File: src/rtl/lcd_pkg.sv
// lcd_pkg
// Shared definitions for the HD44780 LCD write controller:
//   - lcd_state_t     : controller FSM states
//   - CMD_CLEAR/HOME  : commands that need the long post-pulse wait
//   - INIT_ROM/LEN    : power-up command sequence, issued with RS=0
//   - needs_long_wait : selects the long wait for clear/home commands
//   - max_int         : constant helper used to size the shared counter
package lcd_pkg;

    typedef enum logic [2:0] {
        PWRUP,
        SETUP,
        PULSE,
        WAIT,
        IDLE
    } lcd_state_t;

    localparam logic [7:0] CMD_CLEAR = 8'h01;
    localparam logic [7:0] CMD_HOME  = 8'h02;

    localparam int INIT_LEN   = 5;
    localparam int INIT_IDX_W = $clog2(INIT_LEN);

    // 8-bit bus / 2 lines, display on, clear, entry mode increment
    localparam logic [7:0] INIT_ROM [0:INIT_LEN-1] = '{8'h38, 8'h38, 8'h0C, 8'h01, 8'h06};

    // Clear and home are the only commands the controller executes slowly
    function automatic logic needs_long_wait(input logic rs, input logic [7:0] data);
        return !rs && ((data == CMD_CLEAR) || (data == CMD_HOME));
    endfunction

    function automatic int max_int(input int a, input int b);
        return (a > b) ? a : b;
    endfunction

endpackage

File: src/rtl/lcd_if.sv
// lcd_if
// Byte write channel from the CPU to the LCD controller.
//   wr_valid : producer offers a byte (held until accepted)
//   wr_data  : byte to write
//   wr_rs    : 0 = command, 1 = character data
//   wr_ready : controller accepts the byte this cycle
// Modports: master = CPU side, slave = controller side.
interface lcd_if;

    logic       wr_valid;
    logic [7:0] wr_data;
    logic       wr_rs;
    logic       wr_ready;

    modport master (
        output wr_valid,
        output wr_data,
        output wr_rs,
        input  wr_ready
    );

    modport slave (
        input  wr_valid,
        input  wr_data,
        input  wr_rs,
        output wr_ready
    );

endinterface

File: src/rtl/lcd_timer.sv
// lcd_timer
// Loadable down-counter shared by every timed controller state.
// A loaded value N makes done rise on the N-th cycle after the load;
// a value of zero behaves like one so no state can collapse to nothing.
//   clk, rst   : clock and asynchronous active-high reset
//   load       : load load_value this edge
//   load_value : cycle count for the next timed interval
//   done       : the current interval ends this cycle
module lcd_timer #(
    parameter int               WIDTH       = 20,
    parameter logic [WIDTH-1:0] RESET_VALUE = '0
) (
    input  logic             clk,
    input  logic             rst,
    input  logic             load,
    input  logic [WIDTH-1:0] load_value,
    output logic             done
);

    logic [WIDTH-1:0] count;

    // Count down to 1 and park there; reset preloads the power-up interval
    always_ff @(posedge clk or posedge rst) begin
        if (rst) begin
            count <= RESET_VALUE;
        end else if (load) begin
            count <= (load_value == '0) ? WIDTH'(1) : load_value;
        end else if (count > WIDTH'(1)) begin
            count <= count - WIDTH'(1);
        end
    end

    assign done = (count <= WIDTH'(1));

endmodule

File: src/rtl/lcd_controller.sv
// lcd_controller
// HD44780 write-only controller. After reset it waits POWERUP_CYC cycles,
// plays the init ROM, then accepts CPU bytes one at a time and shapes each
// into a SETUP / EN PULSE / WAIT sequence on the LCD pins.
//   CLOCK_50  : single clock, rising edge
//   reset     : asynchronous active-high reset
//   wr        : CPU byte channel (lcd_if slave)
//   init_done : power-up init sequence has completed
//   LCD_DATA, LCD_RS, LCD_RW, LCD_EN, LCD_ON, LCD_BLON : HD44780 pins
module lcd_controller
    import lcd_pkg::*;
#(
    parameter int POWERUP_CYC    = 750000,
    parameter int SETUP_CYC      = 4,
    parameter int EN_HIGH_CYC    = 25,
    parameter int CMD_WAIT_CYC   = 2000,
    parameter int CLEAR_WAIT_CYC = 82000
) (
    input  logic       CLOCK_50,
    input  logic       reset,
    lcd_if.slave       wr,
    output logic       init_done,
    output logic [7:0] LCD_DATA,
    output logic       LCD_RS,
    output logic       LCD_RW,
    output logic       LCD_EN,
    output logic       LCD_ON,
    output logic       LCD_BLON
);

    localparam int MAX_CYC = max_int(max_int(max_int(POWERUP_CYC, SETUP_CYC),
                                             max_int(EN_HIGH_CYC, CMD_WAIT_CYC)),
                                     max_int(CLEAR_WAIT_CYC, 1));
    localparam int CNT_W   = $clog2(MAX_CYC + 1);

    localparam logic [CNT_W-1:0] LD_POWERUP = CNT_W'(POWERUP_CYC);
    localparam logic [CNT_W-1:0] LD_SETUP   = CNT_W'(SETUP_CYC);
    localparam logic [CNT_W-1:0] LD_EN_HIGH = CNT_W'(EN_HIGH_CYC);
    localparam logic [CNT_W-1:0] LD_CMD     = CNT_W'(CMD_WAIT_CYC);
    localparam logic [CNT_W-1:0] LD_CLEAR   = CNT_W'(CLEAR_WAIT_CYC);

    localparam logic [INIT_IDX_W-1:0] LAST_INIT = INIT_IDX_W'(INIT_LEN - 1);

    lcd_state_t             state;
    lcd_state_t             state_next;
    logic [INIT_IDX_W-1:0]  init_idx;
    logic [INIT_IDX_W-1:0]  idx_succ;
    logic [7:0]             data_q;
    logic                   rs_q;
    logic                   en_q;
    logic                   ready;

    logic                   tmr_load;
    logic [CNT_W-1:0]       tmr_value;
    logic                   tmr_done;

    logic                   latch_en;
    logic [7:0]             latch_data;
    logic                   latch_rs;
    logic                   idx_inc;
    logic                   set_init_done;

    lcd_timer #(
        .WIDTH       (CNT_W),
        .RESET_VALUE (LD_POWERUP)
    ) u_timer (
        .clk        (CLOCK_50),
        .rst        (reset),
        .load       (tmr_load),
        .load_value (tmr_value),
        .done       (tmr_done)
    );

    assign idx_succ    = init_idx + INIT_IDX_W'(1);
    assign ready       = (state == IDLE) && init_done;
    assign wr.wr_ready = ready;

    assign LCD_DATA = data_q;
    assign LCD_RS   = rs_q;
    assign LCD_EN   = en_q;
    assign LCD_RW   = 1'b0;
    assign LCD_ON   = 1'b1;
    assign LCD_BLON = 1'b1;

    // State register
    always_ff @(posedge CLOCK_50 or posedge reset) begin
        if (reset) begin
            state <= PWRUP;
        end else begin
            state <= state_next;
        end
    end

    // Pin and bookkeeping registers. EN is registered from the next state so
    // it is high exactly during PULSE, and reset clears it without an edge.
    always_ff @(posedge CLOCK_50 or posedge reset) begin
        if (reset) begin
            en_q      <= 1'b0;
            data_q    <= 8'h00;
            rs_q      <= 1'b0;
            init_idx  <= '0;
            init_done <= 1'b0;
        end else begin
            en_q <= (state_next == PULSE);
            if (latch_en) begin
                data_q <= latch_data;
                rs_q   <= latch_rs;
            end
            if (idx_inc) begin
                init_idx <= idx_succ;
            end
            if (set_init_done) begin
                init_done <= 1'b1;
            end
        end
    end

    // Next state; every timed state reloads the timer on its way out.
    // Data/RS are latched only when entering SETUP so they stay frozen
    // through SETUP, PULSE and WAIT.
    always_comb begin
        state_next    = state;
        tmr_load      = 1'b0;
        tmr_value     = '0;
        latch_en      = 1'b0;
        latch_data    = data_q;
        latch_rs      = rs_q;
        idx_inc       = 1'b0;
        set_init_done = 1'b0;

        case (state)
            PWRUP: begin
                if (tmr_done) begin
                    state_next = SETUP;
                    tmr_load   = 1'b1;
                    tmr_value  = LD_SETUP;
                    latch_en   = 1'b1;
                    latch_data = INIT_ROM[init_idx];
                    latch_rs   = 1'b0;
                end
            end

            SETUP: begin
                if (tmr_done) begin
                    state_next = PULSE;
                    tmr_load   = 1'b1;
                    tmr_value  = LD_EN_HIGH;
                end
            end

            PULSE: begin
                if (tmr_done) begin
                    state_next = WAIT;
                    tmr_load   = 1'b1;
                    tmr_value  = needs_long_wait(rs_q, data_q) ? LD_CLEAR : LD_CMD;
                end
            end

            WAIT: begin
                if (tmr_done) begin
                    if (init_done) begin
                        state_next = IDLE;
                    end else if (init_idx == LAST_INIT) begin
                        state_next    = IDLE;
                        set_init_done = 1'b1;
                    end else begin
                        state_next = SETUP;
                        tmr_load   = 1'b1;
                        tmr_value  = LD_SETUP;
                        latch_en   = 1'b1;
                        latch_data = INIT_ROM[idx_succ];
                        latch_rs   = 1'b0;
                        idx_inc    = 1'b1;
                    end
                end
            end

            IDLE: begin
                if (wr.wr_valid && ready) begin
                    state_next = SETUP;
                    tmr_load   = 1'b1;
                    tmr_value  = LD_SETUP;
                    latch_en   = 1'b1;
                    latch_data = wr.wr_data;
                    latch_rs   = wr.wr_rs;
                end
            end

            default: begin
                state_next = PWRUP;
            end
        endcase
    end

endmodule

File: src/flat_wrapper.sv
// flat-port wrapper written by rule: the top's interface ports become plain ports
module lcd_controller_flat import lcd_pkg::*;
#(
    parameter int POWERUP_CYC    = 750000,
    parameter int SETUP_CYC      = 4,
    parameter int EN_HIGH_CYC    = 25,
    parameter int CMD_WAIT_CYC   = 2000,
    parameter int CLEAR_WAIT_CYC = 82000
)
  (CLOCK_50, reset, init_done, LCD_DATA, LCD_RS, LCD_RW, LCD_EN, LCD_ON, LCD_BLON, wr_wr_valid, wr_wr_data, wr_wr_rs, wr_wr_ready);
  lcd_if wr_i ();
  input  logic CLOCK_50;
  input  logic reset;
  output logic init_done;
  output logic [7:0] LCD_DATA;
  output logic LCD_RS;
  output logic LCD_RW;
  output logic LCD_EN;
  output logic LCD_ON;
  output logic LCD_BLON;
  input wire logic [$bits(wr_i.wr_valid)-1:0] wr_wr_valid;
  input wire logic [$bits(wr_i.wr_data)-1:0] wr_wr_data;
  input wire logic [$bits(wr_i.wr_rs)-1:0] wr_wr_rs;
  output wire logic [$bits(wr_i.wr_ready)-1:0] wr_wr_ready;
  assign wr_i.wr_valid = wr_wr_valid;
  assign wr_i.wr_data = wr_wr_data;
  assign wr_i.wr_rs = wr_wr_rs;
  assign wr_wr_ready = wr_i.wr_ready;
  lcd_controller #(.POWERUP_CYC(POWERUP_CYC), .SETUP_CYC(SETUP_CYC), .EN_HIGH_CYC(EN_HIGH_CYC), .CMD_WAIT_CYC(CMD_WAIT_CYC), .CLEAR_WAIT_CYC(CLEAR_WAIT_CYC)) u_core (.CLOCK_50(CLOCK_50), .reset(reset), .wr(wr_i), .init_done(init_done), .LCD_DATA(LCD_DATA), .LCD_RS(LCD_RS), .LCD_RW(LCD_RW), .LCD_EN(LCD_EN), .LCD_ON(LCD_ON), .LCD_BLON(LCD_BLON));
endmodule
File: config.mk
export PLATFORM = sky130hd
export DESIGN_NAME = lcd_controller_flat
export DESIGN_NICKNAME = d
export VERILOG_FILES = /design/src/rtl/lcd_pkg.sv /design/src/rtl/lcd_if.sv /design/src/rtl/lcd_timer.sv /design/src/rtl/lcd_controller.sv /design/src/flat_wrapper.sv
export SDC_FILE = /design/constraint.sdc
export NUM_CORES = 1
export LEC_CHECK = 0
export CAP_MARGIN = 20
export CORE_AREA = 2 2 91 93
export CTS_CLUSTER_DIAMETER = 120
export DETAILED_ROUTE_END_ITERATION = 16
export DIE_AREA = 0 0 93 95
export PLACE_DENSITY = 0.46
export RECOVER_POWER = 50
export SKIP_LAST_GASP = 1
export SLEW_MARGIN = 20
export SYNTH_ARGS = -nofsm -noshare
export SYNTH_HDL_FRONTEND = slang
export SYNTH_SLANG_ARGS = --single-unit
File: constraint.sdc
create_clock -name CLOCK_50 -period 1.9 [get_ports CLOCK_50]
set_input_delay 0.19 -clock CLOCK_50 [delete_from_list [all_inputs] [get_ports CLOCK_50]]
set_output_delay 0.19 -clock CLOCK_50 [all_outputs]
set_load 0.05 [all_outputs]
==> results.cfg, run 1 <==
[die]
placement_rows = 33
fp.coreArea_um2 = 7930
initial_core_util = 0.288
die_height_um = 95
floorplan.io_pins = 27
dieArea_um2 = 8840
die_width_um = 93

[cells_and_area]
syn2layout_area_growth_pct = 49.4
finish.cell_count_without_fillers = 427
insertedDiodeCount = 0
layout-drive-gt1-share = 0.379
most-common-layout-cells = sky130_fd_sc_hd__buf_4, sky130_fd_sc_hd__nor2_1, sky130_fd_sc_hd__dfrtp_1
stdcell_area_um2 = 3410
mostFrequentLayoutCell = sky130_fd_sc_hd__buf_4
finalNetCount = 342

[clocking]
clk_path_buf_depth = 2
clkSinkCount = 37
worst_setup_hold_path_clk_slew_ps = 80
h-tree-depth = 2
cts_tree = yes
number_of_buffers_created_by_cts = 5
clk_root_buffer_cell = sky130_fd_sc_hd__clkbuf_8
clock_latency_ps = 300

[drt]
drt_pass1_iterations = 4
routed_via_density = 4.64
detail_route.drc_violations = 0
first_iter_violations = 61
detail-route-antenna-nets = 0
totalWireLength_mm = 5.96
post_drt_wl_per_cell_um = 14.0
vias = 1983

[synth]
synth.lib_cells_used.distinct = 47
async_reset_ff_frac = 1.00
synth-edff-count = 0
number_of_standard_cells_after_synthesis = 244
yosys_warnings = 0
synth_area_leader_cell = sky130_fd_sc_hd__dfrtp_1
post_synth_main_area_contributors = sky130_fd_sc_hd__dfrtp_1, sky130_fd_sc_hd__dfstp_2, sky130_fd_sc_hd__nor2_1
yosysTopAreaCellShare = 0.296
sequential_element_share_of_the_synthesized_area = 0.411
ys_dominant_reg_cell = sky130_fd_sc_hd__dfrtp_1
synthesis.area_um2 = 2280
synth-seq-cells = 37
postSynthAreaPerCell_um2 = 9.36

[sta]
timing.slew.headroom = 0.360
finalHoldViolations = 0
grt_setup_unrepaired = true
slew_viol_final = 0
worst_slew_pin_slew_ps = 960
final_min_period_over_clock_period = 1.06
finClkSkew_ps = 8.98
setup_viol = 20
period_needed_ps = 2010
max_clock_freq_mhz = 497
finalWorstSetupSlack_ps = -111

[global_route]
largest_net_degree_at_the_start_of_global_routing = 38
grt_remaining_overflow = 0
first_global_vias = 2038
grt_pass1_wl_mm = 10.1
grt.total_usage = 0.145
antenna_violations_before_repair = 0

[status]
violations = setup timing
status = finished with violations

[placed_design]
post-dp-hpwl_mm = 4.23
portBuffers = 23
numPlacedInstances = 407
preCtsSetupSlack_ps = -153
postPlaceCellArea_um2 = 2970
gpl.final_weighted_congestion = 0.839

[pwr]
pwr_density_cell_nw_per_um2 = 495
power.ir.vdd_worst_v = 0.000249
finalPower_w = 0.00169
cellLeakagePower_nw = 1.41

[setup_path]
critical_path.startpoint_type = register
timing.setup.critical_path_class = register to register
setup_crit_end_kind = register
cp.arrival_ps = 2210
critPathMaxFanout = 8
critPathRequiredTime_ps = 2100

[min_path]
hold_crit_class = input port to register

[job]
maxCapViolations = 0
-- final timing paths --
check | start | end | slack [ps] | cells past startpoint
setup / recovery | u_core.u_timer.count[17]$_DFFE_PP1P_ | u_core.u_timer.count[10]$_DFFE_PP0P_ | -110 | 7
hold / removal | wr_wr_rs | u_core.LCD_RS$_DFFE_PP0P_ | 430 | 3
setup reg to reg | u_core.u_timer.count[17]$_DFFE_PP1P_ | u_core.u_timer.count[10]$_DFFE_PP0P_ | -110 | 7
hold reg to reg | u_core.LCD_DATA[6]$_DFFE_PP0P_ | u_core.LCD_DATA[6]$_DFFE_PP0P_ | 550 | 2
max in group asynchronous | reset | u_core.u_timer.count[11]$_DFFE_PP0P_ | 680 | 3
min in group asynchronous | reset | u_core.LCD_DATA[7]$_DFFE_PP0P_ | 610 | 3
-- flip-flops by register name (all words and copies together), names as in the netlist --
register / flops
u_core.u_timer.count: 20
u_core.LCD_DATA: 8
u_core.LCD_RS: 1
u_core.LCD_EN: 1
u_core.state: 3
u_core.init_done: 1
u_core.init_idx: 3
-- critical path: stages (launching register included) --
cell,delay [ps]
sky130_fd_sc_hd__dfstp_2,390
sky130_fd_sc_hd__nor4_4,360
sky130_fd_sc_hd__o2111ai_4,230
sky130_fd_sc_hd__buf_12,200
sky130_fd_sc_hd__o41ai_4,310
sky130_fd_sc_hd__buf_6,190
sky130_fd_sc_hd__o21ai_1,60
sky130_fd_sc_hd__and2_4,160
-- layout make-up --
| class | instances | area, um2 |
|---|---|---|
| fill | 796 | 4520 |
| multi-input combinational | 183 | 1400 |
| sequential | 37 | 938 |
| timing repair buffer | 83 | 763 |
| tap | 105 | 131 |
| clock buffer | 5 | 68.8 |
| clock inverter | 3 | 68.8 |
| inverter | 11 | 41.3 |
-- per-layer routing --
| layer | up-vias | GRT usage | share of wire |
|---|---|---|---|
| met5 | - | 0 | 0 |
| met4 | 0 | 0.0404 | 0.012 |
| met3 | 7 | 0.0287 | 0.027 |
| met2 | 32 | 0.243 | 0.48 |
| met1 | 943 | 0.192 | 0.48 |
| li1 | 1001 | - | - |
-- cell families (layout without fill, tap and decap cells) --
| logic type | Yosys count | after routing | synth area share |
|---|---|---|---|
| AOI/OAI and AO/OA | 46 | 46 | 0.145 |
| xor gates and xnor gates | 18 | 18 | 0.0690 |
| adders and majority gates | 9 | 9 | 0.0493 |
| buffers and inverters | 25 | 102 | 0.0537 |
| DFF | 37 | 37 | 0.411 |
| muxes | 4 | 4 | 0.0192 |
| other | 2 | 3 | 0.00329 |
| and+or+nand+nor | 103 | 103 | 0.249 |
-- Yosys cell counts, types with 2 or more instances --
| master | number |
|---|---|
| sky130_fd_sc_hd__dfstp_2 | 10 |
| sky130_fd_sc_hd__inv_1 | 11 |
| sky130_fd_sc_hd__nor4_4 | 3 |
| sky130_fd_sc_hd__clkbuf_1 | 6 |
| sky130_fd_sc_hd__or3_1 | 4 |
| sky130_fd_sc_hd__conb_1 | 2 |
| sky130_fd_sc_hd__nor3_1 | 5 |
| sky130_fd_sc_hd__nand2_1 | 15 |
| sky130_fd_sc_hd__ha_1 | 9 |
| sky130_fd_sc_hd__o21ai_0 | 11 |
| sky130_fd_sc_hd__xnor2_1 | 8 |
| sky130_fd_sc_hd__or4_1 | 3 |
| sky130_fd_sc_hd__o21ai_1 | 4 |
| sky130_fd_sc_hd__and2_1 | 8 |
| sky130_fd_sc_hd__nand4_1 | 5 |
| sky130_fd_sc_hd__buf_4 | 5 |
| sky130_fd_sc_hd__dfrtp_1 | 27 |
| sky130_fd_sc_hd__nor4_1 | 5 |
| sky130_fd_sc_hd__nor3b_1 | 3 |
| sky130_fd_sc_hd__buf_2 | 2 |
| sky130_fd_sc_hd__a221oi_1 | 2 |
| sky130_fd_sc_hd__o21ai_2 | 2 |
| sky130_fd_sc_hd__nand3_1 | 10 |
| sky130_fd_sc_hd__a31oi_1 | 4 |
| sky130_fd_sc_hd__a21oi_1 | 9 |
| sky130_fd_sc_hd__nor2b_1 | 2 |
| sky130_fd_sc_hd__xor2_1 | 10 |
| sky130_fd_sc_hd__mux2_2 | 3 |
| sky130_fd_sc_hd__nor2_1 | 33 |
| sky130_fd_sc_hd__o41ai_2 | 2 |
| sky130_fd_sc_hd__a211oi_1 | 2 |
| sky130_fd_sc_hd__a22o_1 | 2 |
| sky130_fd_sc_hd__nand2b_1 | 3 |
-- report_power, final --
part | internal, W | total (W) | switching [W]
Sequential | 0.000788 | 0.000788 | 0
Clock | 0.000529 | 0.000847 | 0.000319
Combinational | 0.0000208 | 0.0000531 | 0.0000323
Total | 0.00134 | 0.00169 | 0.000351
-- through the flow --
stage / TNS [ps] / util / hold WS, ps
CTS: -271 / 0.409 / 317
detailed placement: -1390 / 0.374 / 553
global route: -3000 / 0.430 / 432
finish: -897 / 0.430 / 426
global placement: -585 / 0.374 / 550
floorplan: 0 / - / 329
-- what timing repair did --
item / 4_1_cts / 5_1_grt
buffers inserted: 3 / 8
pin swaps: 6 / 17
resized for setup: 24 / 30
hold buffers: 0 / 0
cloned: 1 / 1
endpoints found under the setup margin: 19 / 29
Power figures use the tool's default switching activity.
==> inputs of run 2 (changes only) <==
SKIP_CTS_REPAIR_TIMING = 1   (was not set)
==> results.cfg, run 2 (synthesis gave the netlist of run 1 again) <==
[status]
status = finished clean

[drt]
drt_pass1_iterations = 4
vias = 1970
routed_via_density = 4.66
first_iter_violations = 53
totalWireLength_mm = 5.83
detail-route-antenna-nets = 0
detail_route.drc_violations = 0
post_drt_wl_per_cell_um = 13.8

[die]
fp.coreArea_um2 = 7930
floorplan.io_pins = 27
die_width_um = 93
placement_rows = 33
initial_core_util = 0.288
dieArea_um2 = 8840
die_height_um = 95

[setup_path]
slowest_delay_ps = 390
crit_path_cell_trace = nor4_4 -> o2111ai_4 -> o41ai_4 -> buf_6 -> buf_12 -> nor2_1 -> a31oi_1
cpLargestDelayFamily = compound AO/OA/AOI/OAI gates
critPathRequiredTime_ps = 2130
setup_crit_end_kind = register
cp.arrival_ps = 2110
worst-r2r-setup-slack_ps = 10
cp_num_buf_inv = 2
critical_path.startpoint_type = register
critPathMaxFanout = 7
timing.setup.critical_path_class = register to register
critPathSlowestCell = sky130_fd_sc_hd__dfstp_2

[cells_and_area]
finalNetCount = 338
finish.cell_count_without_fillers = 423
registers.top_by_ff_count = u_core.u_timer.count
most-common-layout-cells = sky130_fd_sc_hd__buf_4, sky130_fd_sc_hd__nor2_1, sky130_fd_sc_hd__dfrtp_1
insertedDiodeCount = 0
syn2layout_area_growth_pct = 45.3
stdcell_area_um2 = 3320
fillers = 811
mostFrequentLayoutCell = sky130_fd_sc_hd__buf_4
layout-drive-gt1-share = 0.346
largest_register_ffs = 20

[placed_design]
numPlacedInstances = 407
postPlaceCellArea_um2 = 2970
post-dp-hpwl_mm = 4.23
portBuffers = 23
gpl.final_weighted_congestion = 0.839

[sta]
grt_setup_unrepaired = true
max_clock_freq_mhz = 529
finalHoldViolations = 0
timing.setup.tns_ps = 0
finClkSkew_ps = 8.04
timing.slew.headroom = 0.367
final_min_period_over_clock_period = 0.994
period_needed_ps = 1890
setup_viol = 0
worst_slew_pin_slew_ps = 950
slew_viol_final = 0

[pwr]
sequentialPowerShare = 0.467
p_clk_frac = 0.501
combinationalPowerShare = 0.031
p_switching_w = 0.000348
cellLeakagePower_nw = 1.37
p_int_w = 0.00134
power.ir.vdd_worst_v = 0.000240
netSwitchingFraction = 0.207
pwr_density_cell_nw_per_um2 = 508

[clocking]
number_of_buffers_created_by_cts = 5
clkSinkCount = 37
cts_tree = yes
h-tree-depth = 2
clock_latency_ps = 300
worst_setup_hold_path_clk_slew_ps = 80
clk_root_buffer_cell = sky130_fd_sc_hd__clkbuf_8
clk_path_buf_depth = 2

[min_path]
hold_crit_class = input port to register

[global_route]
antenna_violations_before_repair = 0
grt_remaining_overflow = 0
grt.total_usage = 0.143
grt_pass1_wl_mm = 9.92
largest_net_degree_at_the_start_of_global_routing = 38
first_global_vias = 2005

[job]
maxCapViolations = 0
## run 2: path summary, 6_finish.rpt
check	cells after the start	startpoint	endpoint
worst min register to register	2	u_core.LCD_RS$_DFFE_PP0P_	u_core.LCD_RS$_DFFE_PP0P_
worst min-delay path	3	wr_wr_rs	u_core.LCD_RS$_DFFE_PP0P_
worst max register to register	7	u_core.u_timer.count[19]$_DFFE_PP1P_	u_core.LCD_DATA[5]$_DFFE_PP0P_
max in group asynchronous	3	reset	u_core.u_timer.count[11]$_DFFE_PP0P_
min in group asynchronous	3	reset	u_core.u_timer.count[1]$_DFFE_PP0P_
worst max-delay path	7	u_core.u_timer.count[19]$_DFFE_PP1P_	u_core.LCD_DATA[5]$_DFFE_PP0P_
## run 2: cell type report
cell class                      count  area, um2  share of cell area
Sequential cell                    37        938               0.283
Clock buffer                        5       68.8              0.0207
Tap cell                          105        131              0.0396
Multi-Input combinational cell    183       1360               0.410
Inverter                           11       41.3              0.0124
Clock inverter                      3       68.8              0.0207
Timing Repair Buffer               79        711               0.214
## run 2: power groups by stage
stage	Sequential (W)	Clock [W]	Combinational (W)
after floorplan	0.000803	0	0.0000302
final	0.000788	0.000845	0.0000528
after global routing	0.000788	0.000909	0.0000587
after global placement	0.000803	0	0.0000557
after detailed placement	0.000803	0	0.0000556
after CTS	0.000788	0.000867	0.0000559
## run 2: worst reg2reg max path: stages (launching register included)
cell                        delay, ps
sky130_fd_sc_hd__dfstp_2          390
sky130_fd_sc_hd__nor4_4           350
sky130_fd_sc_hd__o2111ai_4        270
sky130_fd_sc_hd__o41ai_4          330
sky130_fd_sc_hd__buf_6            180
sky130_fd_sc_hd__buf_12           120
sky130_fd_sc_hd__nor2_1            40
sky130_fd_sc_hd__a31oi_1          130
## run 2: metal layers
metal  global-route usage  vias to the layer above  routed length, um
met2                0.236                       34               2780
met4               0.0417                        0                 70
met3               0.0327                        7                198
met1                0.187                      931               2780
met5                    0                        -                  0
li1                     -                      998                  -
## run 2: per-stage QoR
step                       util  hold WS [ps]  setup WS (ps)  total power [W]
after global placement    0.374           550          -97.5         0.000858
after CTS                 0.392           317           -182          0.00171
after floorplan               -           329           51.6         0.000833
final                     0.419           427           11.1          0.00169
after global routing      0.419           432           -132          0.00176
after detailed placement  0.374           553           -153         0.000858
==> inputs of run 3 (changes only) <==
clock period = 1.6 ns   (was 1.9 ns; I/O delays follow)
==> results.cfg, run 3 (synthesis gave the netlist of run 1 again) <==
[placed_design]
portBuffers = 23
preCtsSetupSlack_ps = -489
gpl.final_weighted_congestion = 0.768
numPlacedInstances = 431
post-dp-hpwl_mm = 4.56

[sta]
max_clock_freq_mhz = 510
timing.setup.tns_ps = -9790
final_min_period_over_clock_period = 1.22
finalHoldViolations = 0
finalWorstSetupSlack_ps = -359
worst_slew_pin_slew_ps = 983
finClkSkew_ps = 12.1
setup_viol = 37
timing.slew.headroom = 0.345
slew_viol_final = 0
period_needed_ps = 1960
grt_setup_unrepaired = true

[die]
die_height_um = 95
die_width_um = 93
dieArea_um2 = 8840
initial_core_util = 0.288
placement_rows = 33
fp.coreArea_um2 = 7930
floorplan.io_pins = 27

[pwr]
sequentialPowerShare = 0.563
combinationalPowerShare = 0.039
netSwitchingFraction = 0.241
finalPower_w = 0.00166
p_clk_frac = 0.398
p_int_w = 0.00126
pwr_density_cell_nw_per_um2 = 474
cellLeakagePower_nw = 1.48
p_switching_w = 0.000400
power.ir.vdd_worst_v = 0.000269

[cells_and_area]
fillers = 795
most-common-layout-cells = sky130_fd_sc_hd__buf_4, sky130_fd_sc_hd__dfrtp_1, sky130_fd_sc_hd__nor2_1
mostFrequentLayoutCell = sky130_fd_sc_hd__buf_4
finalNetCount = 362
layout-drive-gt1-share = 0.471
largest_register_ffs = 20
final_core_util = 0.443
registers.top_by_ff_count = u_core.u_timer.count
insertedDiodeCount = 0
finish.cell_count_without_fillers = 447
syn2layout_area_growth_pct = 53.6

[setup_path]
timing.setup.critical_path_class = register to register
slowest_delay_ps = 390
critPathRequiredTime_ps = 1810
setup_crit_end_kind = register
cp_num_buf_inv = 3
cp.arrival_ps = 2170
crit_path_cell_trace = nor4_4 -> o2111ai_4 -> buf_12 -> o41ai_4 -> buf_4 -> buf_6 -> nor2_1 -> a41oi_1
critical_path.startpoint_type = register
cpLargestDelayFamily = compound AO/OA/AOI/OAI gates
critPathSlowestCell = sky130_fd_sc_hd__dfstp_2
critPathMaxFanout = 6

[clocking]
clock_latency_ps = 300
worst_setup_hold_path_clk_slew_ps = 80
clk_root_buffer_cell = sky130_fd_sc_hd__clkbuf_8
h-tree-depth = 2
number_of_buffers_created_by_cts = 5
clk_path_buf_depth = 2
cts_tree = yes
clkSinkCount = 37

[drt]
detail-route-antenna-nets = 0
vias = 2043
routed_via_density = 4.57
post_drt_wl_per_cell_um = 13.7
detail_route.drc_violations = 0
totalWireLength_mm = 6.12
drt_pass1_iterations = 4
first_iter_violations = 62

[global_route]
grt.total_usage = 0.147
antenna_violations_before_repair = 0
first_global_vias = 2050
grt_remaining_overflow = 0
grt_pass1_wl_mm = 10.1
largest_net_degree_at_the_start_of_global_routing = 38

[status]
violations = setup timing
status = finished with violations

[job]
maxCapViolations = 0

[min_path]
hold_crit_class = input port to register
## run 3: changes by cell type in the layout (fill, tap and decap cells not counted), sizes merged
cell / change
clkbuf: -1
clkinvlp: +1
buf: +36
clkinv: +2
inv: -1
clkdlybuf4s50: -11
bufinv: -2
## run 3: stage by stage
stage / hold slack, ps / cell area (um2)
finish: 418 / 3510
CTS: 219 / 3290
detailed placement: 546 / 3200
floorplan: 297 / 2360
global route: 425 / 3510
global placement: 544 / 3200
## run 3: area by class of cell
class | instances | area (um2) | share of cell area
flip-flops and latches | 37 | 940 | 0.268
clock buffers | 5 | 68.8 | 0.0196
well taps | 105 | 131 | 0.0374
inverters | 11 | 41.3 | 0.0118
repair buffers | 103 | 876 | 0.250
clock inverters | 3 | 17.5 | 0.00499
multi-input cells | 183 | 1430 | 0.409
## run 3: worst paths after layout
kind	startpoint	endpoint	slack, ps	cells after the start
worst max-delay path	u_core.u_timer.count[12]$_DFFE_PP1P_	u_core.LCD_DATA[2]$_DFFE_PP0P_	-360	8
worst min-delay path	wr_wr_data[4]	u_core.LCD_DATA[4]$_DFFE_PP0P_	420	3
worst max register to register	u_core.u_timer.count[12]$_DFFE_PP1P_	u_core.LCD_DATA[2]$_DFFE_PP0P_	-360	8
worst min register to register	u_core.LCD_DATA[3]$_DFFE_PP0P_	u_core.LCD_DATA[3]$_DFFE_PP0P_	570	2
max in group asynchronous	reset	u_core.init_done$_DFFE_PP0P_	330	3
min in group asynchronous	reset	u_core.LCD_DATA[6]$_DFFE_PP0P_	600	3
## run 3: worst register-to-register path, cell delays in order (launching register included)
cell and delay (ps):
sky130_fd_sc_hd__dfstp_2 390, sky130_fd_sc_hd__nor4_4 350, sky130_fd_sc_hd__o2111ai_4 230, sky130_fd_sc_hd__buf_12 190, sky130_fd_sc_hd__o41ai_4 200, sky130_fd_sc_hd__buf_4 200, sky130_fd_sc_hd__buf_6 130, sky130_fd_sc_hd__nor2_1 50
sky130_fd_sc_hd__a41oi_1 140
## run 3: power by group through the flow
stage               clock (W)  combinational (W)  sequential [W]
floorplan                   0          0.0000358        0.000953
global placement            0          0.0000723        0.000953
detailed placement          0          0.0000722        0.000953
CTS                  0.000698          0.0000727        0.000936
global route         0.000740          0.0000709        0.000936
finish               0.000661          0.0000647        0.000936
## run 3: layer usage
metal | part of all wire | GRT usage
met5 | 0 | 0
met4 | 0.016 | 0.0417
met2 | 0.46 | 0.232
met1 | 0.51 | 0.207
met3 | 0.019 | 0.0247
